===== src/rtl/wrr_packet_scheduler_pkg.sv =====
// Shared definitions for the weighted round-robin packet scheduler.
//   wrr_state_e  : scheduler FSM states (idle, one-cycle arbitration, packet lock)
//   id_width     : grant-id width for a given requester count
//   turn_quota   : extra packets granted in a turn for a given weight (weight 0 acts as 1)
package wrr_packet_scheduler_pkg;

  typedef enum logic [1:0] {
    StIdle = 2'd0,
    StArb  = 2'd1,
    StLock = 2'd2
  } wrr_state_e;

  localparam int unsigned MinRequesters = 2;
  localparam int unsigned MaxRequesters = 16;

  // Width of an id able to address n requesters; never below one bit.
  function automatic int unsigned id_width(input int unsigned n);
    return (n > 1) ? unsigned'($clog2(n)) : 1;
  endfunction

  // A turn always carries at least one packet, so the remaining quota after the
  // first packet is max(weight, 1) - 1.
  function automatic int unsigned turn_quota(input int unsigned weight);
    return (weight == 0) ? 0 : weight - 1;
  endfunction

endpackage


===== src/rtl/wrr_packet_scheduler_picker.sv =====
// Circular first-one selector.
// Scans the request mask starting at ptr_i + 1, wrapping past NumReq - 1 to 0,
// and returns the first set position. Purely combinational.
//   req_i   : request mask, one bit per requester
//   ptr_i   : id of the previous winner; the scan starts just after it
//   id_o    : selected requester id (0 when nothing is requested)
//   found_o : at least one request bit is set
module rr_priority_picker
  import wrr_packet_scheduler_pkg::*;
#(
  parameter int unsigned NumReq  = 2,
  parameter int unsigned IdWidth = 1
) (
  input  logic [NumReq-1:0]  req_i,
  input  logic [IdWidth-1:0] ptr_i,
  output logic [IdWidth-1:0] id_o,
  output logic               found_o
);

  // One extra bit holds ptr + offset before the wrap correction.
  localparam int unsigned IdxW = IdWidth + 1;

  logic [IdxW-1:0] idx;

  always_comb begin
    id_o    = '0;
    found_o = 1'b0;
    idx     = '0;
    // Offsets 1..NumReq visit every requester once, the previous winner last.
    for (int unsigned i = 1; i <= NumReq; i++) begin
      idx = {1'b0, ptr_i} + IdxW'(i);
      if (idx >= IdxW'(NumReq)) begin
        idx = idx - IdxW'(NumReq);
      end
      // The range guard keeps ids >= NumReq out even for non-power-of-2 counts.
      if (!found_o && (idx < IdxW'(NumReq)) && req_i[idx]) begin
        found_o = 1'b1;
        id_o    = idx[IdWidth-1:0];
      end
    end
  end

endmodule


===== src/rtl/wrr_packet_scheduler.sv =====
// Weighted round-robin packet scheduler for one shared output stream port.
// Requesters own the port for whole packets; a requester may keep the port for
// up to max(weight, 1) consecutive packets (a "turn") before the round-robin
// pointer moves on. Every packet boundary costs exactly one arbitration cycle.
//   clk_i         : clock, rising edge
//   rst_in        : asynchronous active-low reset
//   s_valid_i     : per-requester TVALID
//   s_last_i      : per-requester TLAST
//   weight_i      : per-requester packets-per-turn, sampled at turn start
//   m_ready_i     : output-port TREADY
//   grant_o       : owning requester id (datapath mux select), registered
//   grant_valid_o : port is owned and grant_o is meaningful, registered
//   s_ready_o     : per-requester TREADY, only the owner sees m_ready_i
//   m_valid_o     : output-port TVALID
//   m_last_o      : output-port TLAST
module wrr_packet_scheduler
  import wrr_packet_scheduler_pkg::*;
#(
  parameter  int unsigned S_DATA_COUNT = 2,
  parameter  int unsigned WEIGHT_WIDTH = 4,
  localparam int unsigned T_ID___WIDTH = id_width(S_DATA_COUNT)
) (
  input  logic                    clk_i,
  input  logic                    rst_in,
  input  logic [S_DATA_COUNT-1:0] s_valid_i,
  input  logic [S_DATA_COUNT-1:0] s_last_i,
  input  logic [WEIGHT_WIDTH-1:0] weight_i [S_DATA_COUNT],
  input  logic                    m_ready_i,
  output logic [T_ID___WIDTH-1:0] grant_o,
  output logic                    grant_valid_o,
  output logic [S_DATA_COUNT-1:0] s_ready_o,
  output logic                    m_valid_o,
  output logic                    m_last_o
);

  // Pointer reset value gives requester 0 first priority.
  localparam logic [T_ID___WIDTH-1:0] PtrReset = T_ID___WIDTH'(S_DATA_COUNT - 1);

  wrr_state_e              state_q, state_d;
  logic [T_ID___WIDTH-1:0] grant_q, grant_d;
  logic                    grant_valid_q, grant_valid_d;
  logic [T_ID___WIDTH-1:0] ptr_q, ptr_d;
  logic [T_ID___WIDTH-1:0] cur_q, cur_d;
  logic [WEIGHT_WIDTH-1:0] quota_q, quota_d;

  logic [T_ID___WIDTH-1:0] pick_id;
  logic                    pick_found;
  logic [WEIGHT_WIDTH-1:0] pick_weight;
  logic                    in_lock;
  logic                    keep_turn;
  logic                    own_valid;
  logic                    own_last;
  logic                    last_xfer;

  rr_priority_picker #(
    .NumReq  (S_DATA_COUNT),
    .IdWidth (T_ID___WIDTH)
  ) u_picker (
    .req_i   (s_valid_i),
    .ptr_i   (ptr_q),
    .id_o    (pick_id),
    .found_o (pick_found)
  );

  assign in_lock     = (state_q == StLock);
  assign pick_weight = weight_i[pick_id];
  assign own_valid   = s_valid_i[grant_q];
  assign own_last    = s_last_i[grant_q];

  // The current turn continues only while quota remains and its owner still asks.
  assign keep_turn = (quota_q != '0) && s_valid_i[cur_q];

  // End of packet: a handshake on the owner's TLAST beat.
  assign last_xfer = in_lock && own_valid && m_ready_i && own_last;

  // Handshake steering: everything is gated on LOCK so reset and idle are quiet.
  always_comb begin
    s_ready_o = '0;
    m_valid_o = 1'b0;
    m_last_o  = 1'b0;
    if (in_lock) begin
      s_ready_o[grant_q] = m_ready_i;
      m_valid_o          = own_valid;
      m_last_o           = own_last;
    end
  end

  always_comb begin
    state_d       = state_q;
    grant_d       = grant_q;
    grant_valid_d = grant_valid_q;
    ptr_d         = ptr_q;
    cur_d         = cur_q;
    quota_d       = quota_q;

    unique case (state_q)
      StIdle: begin
        if (|s_valid_i) begin
          state_d = StArb;
        end
      end

      StArb: begin
        if (keep_turn) begin
          grant_d       = cur_q;
          grant_valid_d = 1'b1;
          quota_d       = quota_q - WEIGHT_WIDTH'(1);
          state_d       = StLock;
        end else if (pick_found) begin
          // New turn: weight is sampled here and nowhere else.
          grant_d       = pick_id;
          grant_valid_d = 1'b1;
          ptr_d         = pick_id;
          cur_d         = pick_id;
          quota_d       = WEIGHT_WIDTH'(turn_quota(32'(pick_weight)));
          state_d       = StLock;
        end else begin
          // Requests vanished: go quiet without moving the pointer.
          state_d = StIdle;
        end
      end

      StLock: begin
        // A dropped owner valid mid-packet just stalls; the grant is never revoked.
        if (last_xfer) begin
          grant_valid_d = 1'b0;
          state_d       = StArb;
        end
      end

      default: begin
        state_d       = StIdle;
        grant_valid_d = 1'b0;
      end
    endcase
  end

  always_ff @(posedge clk_i or negedge rst_in) begin
    if (!rst_in) begin
      state_q       <= StIdle;
      grant_q       <= '0;
      grant_valid_q <= 1'b0;
      ptr_q         <= PtrReset;
      cur_q         <= '0;
      quota_q       <= '0;
    end else begin
      state_q       <= state_d;
      grant_q       <= grant_d;
      grant_valid_q <= grant_valid_d;
      ptr_q         <= ptr_d;
      cur_q         <= cur_d;
      quota_q       <= quota_d;
    end
  end

  assign grant_o       = grant_q;
  assign grant_valid_o = grant_valid_q;

endmodule


===== config.mk =====
export PLATFORM = sky130hd
export DESIGN_NAME = wrr_packet_scheduler
export DESIGN_NICKNAME = d
export VERILOG_FILES = /design/src/rtl/wrr_packet_scheduler_pkg.sv /design/src/rtl/wrr_packet_scheduler_picker.sv /design/src/rtl/wrr_packet_scheduler.sv
export SDC_FILE = /design/constraint.sdc
export NUM_CORES = 1
export LEC_CHECK = 0
export BUFFER_PORTS_ARGS = -buffer_cell sky130_fd_sc_hd__buf_2
export CAP_MARGIN = 30
export CORE_ASPECT_RATIO = 1.1
export CORE_UTILIZATION = 35
export DETAILED_ROUTE_END_ITERATION = 12
export HOLD_SLACK_MARGIN = 0.15
export PLACE_DENSITY = 0.61
export SYNTH_ARGS = -nofsm -noshare
export SYNTH_HDL_FRONTEND = slang
export SYNTH_SLANG_ARGS = --single-unit
export TNS_END_PERCENT = 10

===== constraint.sdc =====
create_clock -name clk_i -period 1.45 [get_ports clk_i]
set_input_delay 0.0725 -clock clk_i [delete_from_list [all_inputs] [get_ports clk_i]]
set_output_delay 0.0725 -clock clk_i [all_outputs]
set_load 0.1 [all_outputs]

=== Word level (Yosys, flattened, before mapping) ===
Index checks and enable logic that the tools add are counted.

* Add/subtract/negate cells: 6
* $lt $le $gt $ge: 10
* Equal/unequal tests: 5
* Muxes and demuxes: 38
* Bitwise gates (word level): 4
* Reduce and logical (&&, ||, !) cells: 18

{| class="wikitable"
|+ Operators by type and width
! cell !! number
|-
| $mux W4 || 6
|-
| $mux W1 || 22
|-
| $mux W2 || 7
|-
| $logic_and A1 B1 Y1 || 8
|-
| $lt A2 B2 Y1 const B || 4
|-
| $sub A4 B1 Y4 const B || 2
|-
| $ge A2 B2 Y1 const B || 3
|-
| $pmux W2 S3 || 1
|-
| $reduce_and A3 Y1 || 2
|-
| $logic_not A4 Y1 || 1
|-
| $lt A1 B2 Y1 const B || 2
|-
| $reduce_and A2 Y1 || 2
|-
| $reduce_bool A4 Y1 || 1
|-
| $sub A2 B2 Y2 const B || 2
|-
| $ne A3 B3 Y1 const B || 1
|-
| $pmux W1 S3 || 1
|-
| $add A1 B1 Y2 const B || 1
|-
| $add A1 B2 Y2 const B || 1
|-
| $and A2 B2 Y2 || 1
|-
| $eq A2 B1 Y1 const B || 1
|-
| $eq A2 B2 Y1 const B || 1
|-
| $logic_not A2 Y1 || 1
|-
| $ne A2 B1 Y1 const B || 1
|-
| $ne A2 B2 Y1 const B || 1
|-
| other kinds (7) || 8
|}

* Register bits: 10
* Input port bits: 15
* Output and inout port bits: 6
* Word-level logic and storage cells: 87

=== Logic depth before layout (Yosys ltp) ===
* Depth after elaboration: 19
* Gate-level depth with buffers: 5
* Gate-level depth less buffers: 5

=== Cells and area by module ===
Synthesis repeated with hierarchy kept, for this count alone.

* Cell total of the unflattened synthesis: 83
* Area, all modules: 764.5 sq um

{| class="wikitable"
|+ Modules (own cells, without submodules)
! module !! times used !! cells an instance !! area each (sq um) !! seq. area each (sq um)
|-
| wrr_packet_scheduler || 1 || 81 || 750.7 || 251.5
|-
| rr_priority_picker || 1 || 2 || 13.8 || 0.0
|}

=== Worst setup path before layout ===
No wires, ideal clock.

* Kind: flip-flop to output port
* From: register grant_q (netlist: grant_o)
* To: output s_ready_o[1]
* Arrival: 3.188 ns
* Data required time: 1.378 ns
* Path slack: -1.810 ns
* Cell stages (with the launch flop): 3
* Buffers on the path: 0
* Path through: dfrtp_1 inv_1 nor3_1

* Cells in the longest elaborated chain, start to end: 6
* Elaborated cells on any way between the ends: 7
* Classes of those cells: order compare (2); mux (3); bitwise (1); reduce/logical (1)

{| class="wikitable"
|+ Ends and longest elaborated chain
! what !! RTL line !! RTL
|-
| start: declaration || wrr_packet_scheduler.sv:40 || <nowiki>logic [T_ID___WIDTH-1:0] grant_q, grant_d;</nowiki>
|-
| start signal: assignment || wrr_packet_scheduler.sv:148 || <nowiki>grant_q <= grant_d;</nowiki>
|-
| $lt A1 B2 Y1 (implied by the code) / $ge A1 B1 Y1 (equally long branches) || wrr_packet_scheduler.sv:82 || <nowiki>s_ready_o[grant_q] = m_ready_i;</nowiki>
|-
| $logic_and A1 B1 Y1 (implied by the code) || wrr_packet_scheduler.sv:82 ||
|-
| $mux W1 (implied by the code) || wrr_packet_scheduler.sv:82 ||
|-
| $demux W1 S1 (*) || wrr_packet_scheduler.sv:82 ||
|-
| $and A2 B2 Y2 (no source line) (*) || - ||
|-
| $mux W2 (*) || wrr_packet_scheduler.sv:81 || <nowiki>if (in_lock) begin</nowiki>
|-
| end: declaration || wrr_packet_scheduler.sv:31 || <nowiki>output logic [S_DATA_COUNT-1:0] s_ready_o,</nowiki>
|}

Every way passes the cells marked *; elsewhere a longest branch is shown, timed or not.

=== Worst setup path in the final report ===
* From: register ptr_q
* To: register quota_q[3]

* Cells in the longest elaborated chain, start to end: 19
* Elaborated cells on any way between the ends: 33
* Classes of those cells: add/sub (5); order compare (4); mux (16); bitwise (1); reduce/logical (7)

{| class="wikitable"
|+ Ends and longest elaborated chain
! what !! RTL line !! RTL
|-
| start: declaration || wrr_packet_scheduler.sv:42 || <nowiki>logic [T_ID___WIDTH-1:0] ptr_q, ptr_d;</nowiki>
|-
| start signal: assignment || wrr_packet_scheduler.sv:143 || <nowiki>ptr_q <= PtrReset;</nowiki>
|-
| start signal: assignment || wrr_packet_scheduler.sv:150 || <nowiki>ptr_q <= ptr_d;</nowiki>
|-
| $add A1 B1 Y2 || wrr_packet_scheduler_picker.sv:31 || <nowiki>idx = {1'b0, ptr_i} + IdxW'(i);</nowiki>
|-
| $sub A2 B2 Y2 / $ge A2 B2 Y1 (equally long branches) || wrr_packet_scheduler_picker.sv:33, wrr_packet_scheduler_picker.sv:32 ||
|-
| $mux W2 || wrr_packet_scheduler_picker.sv:32 || <nowiki>if (idx >= IdxW'(NumReq)) begin</nowiki>
|-
| $mux W1 (implied by the code) (2 in a row) || wrr_packet_scheduler_picker.sv:36 || <nowiki>if (!found_o && (idx < IdxW'(NumReq)) && req_i[idx]) begin</nowiki>
|-
| $logic_and A1 B1 Y1 || wrr_packet_scheduler_picker.sv:36 ||
|-
| $mux W1 || wrr_packet_scheduler_picker.sv:36 ||
|-
| $logic_not A1 Y1 || wrr_packet_scheduler_picker.sv:36 ||
|-
| $logic_and A1 B1 Y1 (2 in a row) || wrr_packet_scheduler_picker.sv:36 ||
|-
| $mux W1 || wrr_packet_scheduler_picker.sv:36 ||
|-
| $not A1 Y2 (implied by the code) || wrr_packet_scheduler.sv:66 || <nowiki>assign pick_weight = weight_i[pick_id];</nowiki>
|-
| $mux W4 (implied by the code) (3 in a row) || wrr_packet_scheduler.sv:66 ||
|-
| $sub A4 B1 Y4 / $logic_not A4 Y1 (equally long branches) || wrr_packet_scheduler_pkg.sv:24 || <nowiki>return (weight == 0) ? 0 : weight - 1;</nowiki>
|-
| $mux W4 || wrr_packet_scheduler_pkg.sv:24 ||
|-
| $mux W4 || wrr_packet_scheduler.sv:109 || <nowiki>end else if (pick_found) begin</nowiki>
|-
| $mux W4 || wrr_packet_scheduler.sv:104 || <nowiki>if (keep_turn) begin</nowiki>
|-
| end signal: assignment || wrr_packet_scheduler.sv:152 || <nowiki>quota_q <= quota_d;</nowiki>
|-
| end: declaration || wrr_packet_scheduler.sv:44 || <nowiki>logic [WEIGHT_WIDTH-1:0] quota_q, quota_d;</nowiki>
|}

Parallel ways exist; a longest one is shown, timed or not. The select of a mux whose other input is x is not followed.
A chain may end at the register's enable or synchronous reset.

==> impl_metrics.yaml <==
status:
  status: "complete, but fails checks"
  violations: "setup timing"
clocking:
  ctsLongestPathBuffers: 2
  clk_pin_slew_ps: 70
  h-tree-depth: 1
  cts-buffers-inserted: 3
  cts_tree: "done"
  insertion_delay_ps: 280
  cts_root_buf: "clkbuf_4"
  cts_sinks: 10
die:
  die_area_sq_um: 2200
  ios: 21
  die_width_microns: 44.8
  core_area_sq_um: 1840
  die_y_microns: 49.1
  row_count: 16
  initial_utilization_pct: 38.2
place:
  port_buffers: 20
  dp.cells: 138
  placed_area_sq_um: 1040
  place_ws_ps: -56.9
  dp_hpwl_microns: 1490
  place_congestion: 0.771
critical_path:
  worst_path_largest_cell_delay_ps: 390
  cp-start-kind: "flop"
  crit_slowest_cell: "dfstp_2"
  crit_end: "quota_q[3]$_DFFE_PN0N_"
  path_delay_family: "compound AO/OA/AOI/OAI gates"
  endpoint_kind: "flop"
  criticalPathCategory: "flop to flop"
  cp_max_fo: 7
  cp.buffers_inverters: 0
  reg2reg_from: "ptr_q$_DFFE_PN1P_"
  crit_chain: "a21boi_4 > mux2_4 > a211oi_2 > a311oi_2"
  r2r_slack_ps: -10
  reg2regPathDepth: 4
  worst-path-stages: 4
  crit_path_start: "ptr_q$_DFFE_PN1P_"
  arrival_ps: 1610
  cp.required_ps: 1600
  r2r-end: "quota_q[3]$_DFFE_PN0N_"
cells_and_area:
  mostFrequentLayoutCell: "buf_2"
  final_cells: 143
  final_area_sq_um: 1140
  nets: 133
  n_antenna_cell: 0
  drive_gt1_share_pct: 54.3
  final_cell_mix: "16 x buf_2, 13 x buf_4, 8 x dfrtp_1"
  final_core_util_pct: 62.2
  syn2layout_area_growth_pct: 62.5
logic_synthesis:
  async_flop_share_pct: 100
  yosys_most_used_dff: "dfrtp_1"
  synth-seq-area-share_pct: 35.7
  syn_area_sq_um: 704
  syn_nets: 94
  ys_warn_count: 0
  ys_types: 35
  ys_ff_latch: 10
  syn_inst: 78
  synth_area_per_cell_sq_um: 9.03
  synth_edf_count: 0
routing:
  routed_wl_microns: 1850
  drtIter0Drc: 9
  drc_errors: 0
  postRouteAntennaNets: 0
  vias_per_cell: 5.14
  routedWlPerCell_microns: 13.0
  drtPass1Iterations: 2
  vias: 735
timing:
  hold_viol_final: 0
  holdWs_ps: 169
  fin_crit_sh_pct: 101
  skew_ps: 2.72
  worst_pin_slew_ps: 484
  finalSetupViolCount: 3
  rsz0062_at_grt: "true"
  fin_crit_ps: 1460
  setup_ws_ps: -11.2
  relSlewSlack_pct: 67.9
  final_max_slew_viol_count: 0
  clock.fmax_mhz: 684
global_routing:
  grt_pass1_vias: 753
  grtUsageTotal_pct: 20.7
  grt_max_degree: 11
  antenna_found_initial: 0
  overflow: 0
  grt_pass1_wl_microns: 3310
pwr:
  vdd_drop_max_v: 0.00108
  pwr-share-clk_pct: 10.9
  power_frac_comb_pct: 66.1
  p_switching_mw: 1.19
  seq_power_share_pct: 23.0
  swShare_pct: 48.4
  p_leak_nw: 0.500
  powerDensity_nw_per_um2: 2150
  power.internal_mw: 1.27
min_path:
  min_path_cells: 4
  hold_class: "input pin to flop"
flow_run:
  cap_violations: 0
synth_stat cells, types with 5 or more instances:
| library cell | count | area [sq um] |
|---|---|---|
| mux2i_1 | 5 | 50.1 |
| o21ai_0 | 5 | 25.0 |
| dfrtp_1 | 9 | 225 |
| nor3_1 | 6 | 30.0 |
| nand2_1 | 6 | 22.5 |
| inv_1 | 5 | 18.8 |
| nor2_1 | 8 | 30.0 |
worst reg2reg max path: stages, from the launching register on:
cell and delay [ps]:
dfstp_2 390, a21boi_4 260, mux2_4 350, a211oi_2 260, a311oi_2 70
power groups by stage:
stage | combinational [mW] | sequential (mW) | clock (mW)
3_3_place_gp | 1.51 | 0.546 | 0
4_1_cts | 1.57 | 0.558 | 0.274
6_report | 1.63 | 0.566 | 0.268
5_1_grt | 1.74 | 0.591 | 0.293
2_1_floorplan | 0.786 | 0.770 | 0
3_5_place_dp | 1.53 | 0.552 | 0
registers in the layout (all words and copies together), names as in the netlist:
name and count:
grant_valid_o 1, cur_q 1, ptr_q 1, state_q 2, quota_q 4, grant_o 1
final cells by class:
cell class	count	area (sq um)
Inverter	5	18.8
Multi-Input combinational cell	62	518
Fill cell	154	697
Clock buffer	4	36.3
Tap cell	27	33.8
Timing Repair Buffer	35	283
Sequential cell	10	255
per-stage QoR:
stage	TNS [ps]	power, mW
CTS	-1.06	2.40
global route	-240	2.63
detailed placement	-56.9	2.08
finish	-21.8	2.46
global placement	0	2.06
floorplan	-304	1.56
kinds of logic after synthesis:
family | Yosys count | share of synthesized area [%]
and+or+nand+nor | 30 | 20.3
AOI/OAI and AO/OA | 23 | 26.5
DFF | 10 | 35.7
muxes | 8 | 12.4
buffers and inverters | 6 | 3.37
adders and majority gates | 1 | 1.78
what timing repair did:
action	in CTS	in global routing
hold buffers	1	0
pin swaps	1	1
endpoints found under the setup margin	4	10
hold endpoints to repair	10	0
resized for setup	4	9
setup buffers	0	0
per-layer routing:
layer | vias up | track usage, % | part of all wire (%)
met2 | 18 | 34.6 | 55
met3 | 3 | 3.33 | 2.2
met4 | 0 | 10.6 | 1.3
met1 | 344 | 24.9 | 41
met5 | - | 0 | 0
li1 | 370 | - | -
worst min path at each step:
stage,startpoint,endpoint
2_1_floorplan,rst_in,cur_q$_DFFE_PN0P_
3_3_place_gp,rst_in,grant_o$_DFFE_PN0N_
3_5_place_dp,rst_in,grant_o$_DFFE_PN0N_
4_1_cts,weight_i[0],quota_q[0]$_DFFE_PN0N_
5_1_grt,weight_i[2],quota_q[2]$_DFFE_PN0N_
6_report,weight_i[0],quota_q[0]$_DFFE_PN0N_
Note: power is estimated with default switching activity, not from simulation.
